$ cat src/rtl/wb_write_sequencer.sv
// Write-back sequencer: drives the register-file write port, serialises
// swap (two-write) instructions, and keeps the sticky overflow and halt state.
module wb_write_sequencer #(
  parameter int unsigned DATA_W     = 16,
  parameter int unsigned ADDR_W     = 4,
  parameter int unsigned PROTECT_R0 = 1
) (
  input  logic              clk,
  input  logic              rst,
  input  logic              InValid,
  input  logic              RegWrite,
  input  logic              WriteOP2,
  input  logic              Halt,
  input  logic              Overflow,
  input  logic [ADDR_W-1:0] DestOP1,
  input  logic [ADDR_W-1:0] DestOP2,
  input  logic [DATA_W-1:0] ResultOP1,
  input  logic [DATA_W-1:0] ResultOP2,
  output logic              Stall,
  output logic              RFWriteEn,
  output logic [ADDR_W-1:0] RFWriteAddr,
  output logic [DATA_W-1:0] RFWriteData,
  output logic              OverflowFlag,
  output logic [7:0]        OverflowCount,
  output logic              Halted
);

  typedef enum logic [1:0] {IDLE, WR1, WR2, HALTED} state_t;

  state_t            state;
  logic [ADDR_W-1:0] pend_addr;
  logic [DATA_W-1:0] pend_data;
  logic              accept;

  assign Stall  = (state == WR1) || (state == HALTED);
  assign accept = InValid && !Stall;

  // Writes to r0 are suppressed when the register is hard-wired.
  function automatic logic write_allowed(input logic [ADDR_W-1:0] addr);
    return !((PROTECT_R0 != 0) && (addr == '0));
  endfunction

  always_ff @(posedge clk or posedge rst) begin
    if (rst) begin
      state         <= IDLE;
      pend_addr     <= '0;
      pend_data     <= '0;
      RFWriteEn     <= 1'b0;
      RFWriteAddr   <= '0;
      RFWriteData   <= '0;
      OverflowFlag  <= 1'b0;
      OverflowCount <= 8'd0;
      Halted        <= 1'b0;
    end else begin
      RFWriteEn <= 1'b0;
      case (state)
        IDLE, WR2: begin
          state <= IDLE;
          if (accept) begin
            if (Halt) begin
              state  <= HALTED;
              Halted <= 1'b1;
            end else if (RegWrite && Overflow) begin
              OverflowFlag <= 1'b1;
              if (OverflowCount != 8'hFF) begin
                OverflowCount <= OverflowCount + 8'd1;
              end
            end else if (RegWrite) begin
              RFWriteEn   <= write_allowed(DestOP1);
              RFWriteAddr <= DestOP1;
              RFWriteData <= ResultOP1;
              if (WriteOP2) begin
                pend_addr <= DestOP2;
                pend_data <= ResultOP2;
                state     <= WR1;
              end
            end
          end
        end
        // Second half of a swap: upstream is held while the buffered write goes out.
        WR1: begin
          RFWriteEn   <= write_allowed(pend_addr);
          RFWriteAddr <= pend_addr;
          RFWriteData <= pend_data;
          state       <= WR2;
        end
        default: state <= HALTED;
      endcase
    end
  end

endmodule

$ cat config.mk
export PLATFORM = sky130hd
export DESIGN_NAME = wb_write_sequencer
export DESIGN_NICKNAME = d
export VERILOG_FILES = /design/src/rtl/wb_write_sequencer.sv
export SDC_FILE = /design/constraint.sdc
export NUM_CORES = 1
export LEC_CHECK = 0
export CAP_MARGIN = 20
export CORE_MARGIN = 2
export CORE_UTILIZATION = 28
export CTS_CLUSTER_SIZE = 30
export DETAILED_ROUTE_END_ITERATION = 7
export PLACE_DENSITY_LB_ADDON = 0.1
export RECOVER_POWER = 50
export SYNTH_ARGS = -nofsm -noshare
export SYNTH_HDL_FRONTEND = slang
export SYNTH_SLANG_ARGS = --single-unit
$ cat constraint.sdc
create_clock -name clk -period 2.22 [get_ports clk]
set_clock_uncertainty 0.05 [all_clocks]
set_input_delay 0.444 -clock clk [delete_from_list [all_inputs] [get_ports clk]]
set_output_delay 0.444 -clock clk [all_outputs]
set_load 0.05 [all_outputs]
==> results.sh <==
export IMPL_run_status="complete, no violations"
export IMPL_final_min_clock_period_ps=2100
export IMPL_worst_margin_slew_ps=1360
export IMPL_net_switching_power_mw=1.71
export IMPL_maxClockFrequency_mhz=476
export IMPL_worst_setup_hold_path_clk_slew_ps=90
export IMPL_p_leak_nw=1.50
export IMPL_critical_path_max_stage_delay_ps=840
export IMPL_clkLatencyLatePin_ps=310
export IMPL_synth_register_bits=53
export IMPL_yosys_mux_area_fraction_pct=14.2
export IMPL_grt_start_max_net_pins=54
export IMPL_cts_post_setup_buffers_inserted=0
export IMPL_clock_root_buffer="sky130_fd_sc_hd__clkbuf_8"
export IMPL_die_y_microns=98.5
export IMPL_timing_critical_path_fanout_max=8
export IMPL_cts_buffer_depth=2
export IMPL_numCtsBuffers=5
export IMPL_cp_cell_sequence="clkdlybuf4s50_1"
export IMPL_worst_setup_start_kind="register"
export IMPL_drt_pre_antenna_iters=4
export IMPL_seqPwrFrac_pct=35.9
export IMPL_gp_routability_congestion=0.720
export IMPL_critical_path_n_buffers_inverters=1
export IMPL_multi_input_area_sq_um=1060
export IMPL_io_buffer_count=78
export IMPL_hpwl_microns=4260
export IMPL_drt_drc_violations_left=0
export IMPL_cts_sinks=53
export IMPL_dieWidth_microns=98.5
export IMPL_synth_cell_type_count=31
export IMPL_core_footprint_sq_um=8680
export IMPL_yosys_area_share_simple_pct=15.4
export IMPL_finalCritPeriodShare_pct=94.6
export IMPL_post_drt_via_cell_ratio=4.69
export IMPL_timing_setup_tns_ps=0
export IMPL_final_seq_area_sq_um=1330
export IMPL_clock_power_share_pct=18.5
export IMPL_critical_path_arrival_ps=1610
export IMPL_timing_worst_setup_path_type="reg -> out"
export IMPL_tritoncts_clock_tree="done"
export IMPL_internal_power_mw=2.50
export IMPL_global_route_usage_total_pct=13.6
export IMPL_postCtsHoldBufs=0
export IMPL_filler_cell_count=892
export IMPL_area_growth_pct=40.8
export IMPL_n_antenna_cell=0
export IMPL_htree_num_levels=2
export IMPL_avgSynthCellArea_sq_um=11.5
export IMPL_timing_final_setup_violations=0
export IMPL_maxSlewHeadroom_pct=9.22
export IMPL_fp_dieArea_sq_um=9710
export IMPL_slowest_stage="sky130_fd_sc_hd__clkdlybuf4s50_1"
export IMPL_final_antenna_violating_net_count=0
export IMPL_grt_antenna_before_repair=0
export IMPL_cp_top_delay_family="buffers and inverters"
export IMPL_hold_class="reg -> reg"
export IMPL_synth_top_family_by_area="simple AND/OR/NAND/NOR gates"
export IMPL_required_ps=1730
export IMPL_floorplan_initialDensity_pct=28.8
export IMPL_post_cts_resized_instances=0
export IMPL_pwr_density_cell_nw_per_um2=1190
export IMPL_drive_gt1_share_pct=14.3
export IMPL_crit_path_end_kind="primary output"
export IMPL_synth_fa_ha_area_share_pct=0.500
export IMPL_synth_compound_area_share_pct=11.6
export IMPL_synth_fp_nets=265
export IMPL_syn_instance_count=217
export IMPL_vias_in_the_first_global_route=2084
export IMPL_globalRouteOverflowTotal=0
export IMPL_cap_viol_max_count=0
export IMPL_detail_route_wl_per_cell_microns=15.7
export IMPL_finalHoldWorstSlack_ps=413
export IMPL_final_net_count=341
export IMPL_drt_first_iter_violations=80
export IMPL_final_hold_viol_count=0
export IMPL_rows=34
export IMPL_synthXorXnorAreaFrac_pct=1.05
export IMPL_combPwrFrac_pct=45.7
export IMPL_synth_area_sq_um=2500
export IMPL_yosys_warnings=0
export IMPL_power_ir_vdd_worst_uv=609
export IMPL_ios=79
export IMPL_routed_wirelength_microns=6320
export IMPL_grt_first_pass_wirelength_microns=10400
export IMPL_synth_seq_area_share_pct=53.0
export IMPL_rsz0062_at_grt="false"
export IMPL_p_sw_share_pct=40.5
export IMPL_fin_max_slew_vios=0
export IMPL_vias=1887
[cell type report]
type,instances,share of cell area (%)
clock buffer,5,1.95
timing repair buffer,87,24.1
clock inverter,3,1.85
multi-input combinational,142,30.2
tap,108,3.84
sequential,53,37.6
inverter,4,0.426
[routing by layer]
| metal | track usage, % | up-vias | wire length, microns | share of wire, % |
|---|---|---|---|---|
| li1 | - | 928 | - | - |
| met2 | 20.5 | 43 | 2880 | 45 |
| met1 | 18.9 | 910 | 3050 | 48 |
| met4 | 4.53 | 0 | 84 | 1.3 |
| met3 | 3.62 | 6 | 310 | 4.9 |
| met5 | 0 | - | 0 | 0 |
[cells in the mapped netlist]
cell type / number / share of area (%)
sky130_fd_sc_hd__o32ai_1: 1 / 0.35
sky130_fd_sc_hd__dfrtp_1: 53 / 53
sky130_fd_sc_hd__buf_4: 1 / 0.30
sky130_fd_sc_hd__nor4_1: 3 / 0.75
sky130_fd_sc_hd__o21ai_0: 25 / 5.0
sky130_fd_sc_hd__xnor2_1: 3 / 1.1
sky130_fd_sc_hd__inv_1: 4 / 0.60
sky130_fd_sc_hd__nand3b_1: 20 / 6.0
sky130_fd_sc_hd__ha_1: 1 / 0.50
sky130_fd_sc_hd__mux2_2: 5 / 2.2
sky130_fd_sc_hd__and3b_1: 1 / 0.35
sky130_fd_sc_hd__nand2_1: 4 / 0.60
sky130_fd_sc_hd__nor2_1: 20 / 3.0
sky130_fd_sc_hd__nor3_1: 2 / 0.40
sky130_fd_sc_hd__clkbuf_1: 11 / 1.7
sky130_fd_sc_hd__a31oi_1: 20 / 5.0
sky130_fd_sc_hd__buf_1: 1 / 0.15
sky130_fd_sc_hd__nand3b_4: 1 / 0.80
sky130_fd_sc_hd__nand3_1: 4 / 0.80
sky130_fd_sc_hd__o21bai_1: 1 / 0.30
sky130_fd_sc_hd__and4bb_1: 1 / 0.50
sky130_fd_sc_hd__mux2_4: 20 / 12
sky130_fd_sc_hd__buf_2: 2 / 0.40
sky130_fd_sc_hd__nand4_1: 3 / 0.75
sky130_fd_sc_hd__a21o_1: 1 / 0.30
sky130_fd_sc_hd__clkbuf_2: 1 / 0.20
sky130_fd_sc_hd__o311ai_2: 1 / 0.65
sky130_fd_sc_hd__and3_1: 2 / 0.50
sky130_fd_sc_hd__buf_6: 2 / 0.90
sky130_fd_sc_hd__nand4bb_1: 1 / 0.45
sky130_fd_sc_hd__nand2b_1: 2 / 0.50
[flip-flops by register name (all words and copies together), names as in the netlist]
name / cells
RFWriteData: 16
pend_data: 16
OverflowCount: 8
RFWriteAddr: 4
pend_addr: 4
state: 2
Halted: 1
OverflowFlag: 1
RFWriteEn: 1
[through the flow]
step	worst slack, ps	area [sq um]	total power [mW]	std cells	util, %
finish	119	3520	4.21	402	40.6
global route	31.8	3520	4.44	402	40.6
CTS	90.2	3550	4.28	402	41.0
detailed placement	132	3420	3.48	394	39.4
global placement	184	3420	3.46	394	39.4
floorplan	349	2500	2.79	217	-
[cell families after synthesis]
logic type	count (synthesis)
buffers and inverters	22
flip-flops	53
multiplexers	25
AND/OR/NAND/NOR	64
XOR/XNOR	3
AO/OA/AOI/OAI	49
adder cells (fa/ha/maj)	1
[layout by cell type, fill, tap and decap left out, types with 2 or more instances in the layout]
master                            synthesis  routed
sky130_fd_sc_hd__and3_1                   2       2
sky130_fd_sc_hd__nor3_1                   2       2
sky130_fd_sc_hd__nor2_1                  20      20
sky130_fd_sc_hd__xnor2_1                  3       3
sky130_fd_sc_hd__nand3_1                  4       4
sky130_fd_sc_hd__clkdlybuf4s50_1          0      76
sky130_fd_sc_hd__nand4_1                  3       3
sky130_fd_sc_hd__a31oi_1                 20      20
sky130_fd_sc_hd__nand2_1                  4       4
sky130_fd_sc_hd__buf_4                    1       4
sky130_fd_sc_hd__inv_1                    4       3
sky130_fd_sc_hd__clkbuf_2                 1       3
sky130_fd_sc_hd__dfrtp_1                 53      53
sky130_fd_sc_hd__o21ai_0                 25      25
sky130_fd_sc_hd__nor4_1                   3       3
sky130_fd_sc_hd__nand3b_1                20      20
sky130_fd_sc_hd__nand2b_1                 2       2
sky130_fd_sc_hd__mux2_2                   5       5
sky130_fd_sc_hd__mux2_4                  20      20
sky130_fd_sc_hd__bufinv_16                0       2
sky130_fd_sc_hd__clkbuf_8                 0       5
sky130_fd_sc_hd__dlygate4sd3_1            0       2
[power by group through the flow]
stage	Combinational, mW	Sequential (mW)	Clock, mW
global route	2.03	1.56	0.847
detailed placement	1.95	1.53	0
finish	1.92	1.51	0.776
global placement	1.94	1.53	0
floorplan	0.529	2.26	0
CTS	1.95	1.52	0.808
[path summary, 6_finish.rpt]
path | from | to | slack, ps | depth (start not counted)
setup / recovery | state[0] | Stall | 120 | 1
hold / removal | OverflowFlag | OverflowFlag | 410 | 1
setup reg to reg | OverflowCount[4] | OverflowCount[1] | 390 | 3
hold reg to reg | OverflowFlag | OverflowFlag | 410 | 1
max in group asynchronous | rst | RFWriteData[5] | 340 | 3
min in group asynchronous | rst | OverflowCount[5] | 970 | 3
Note: power is estimated with default switching activity, not from simulation.
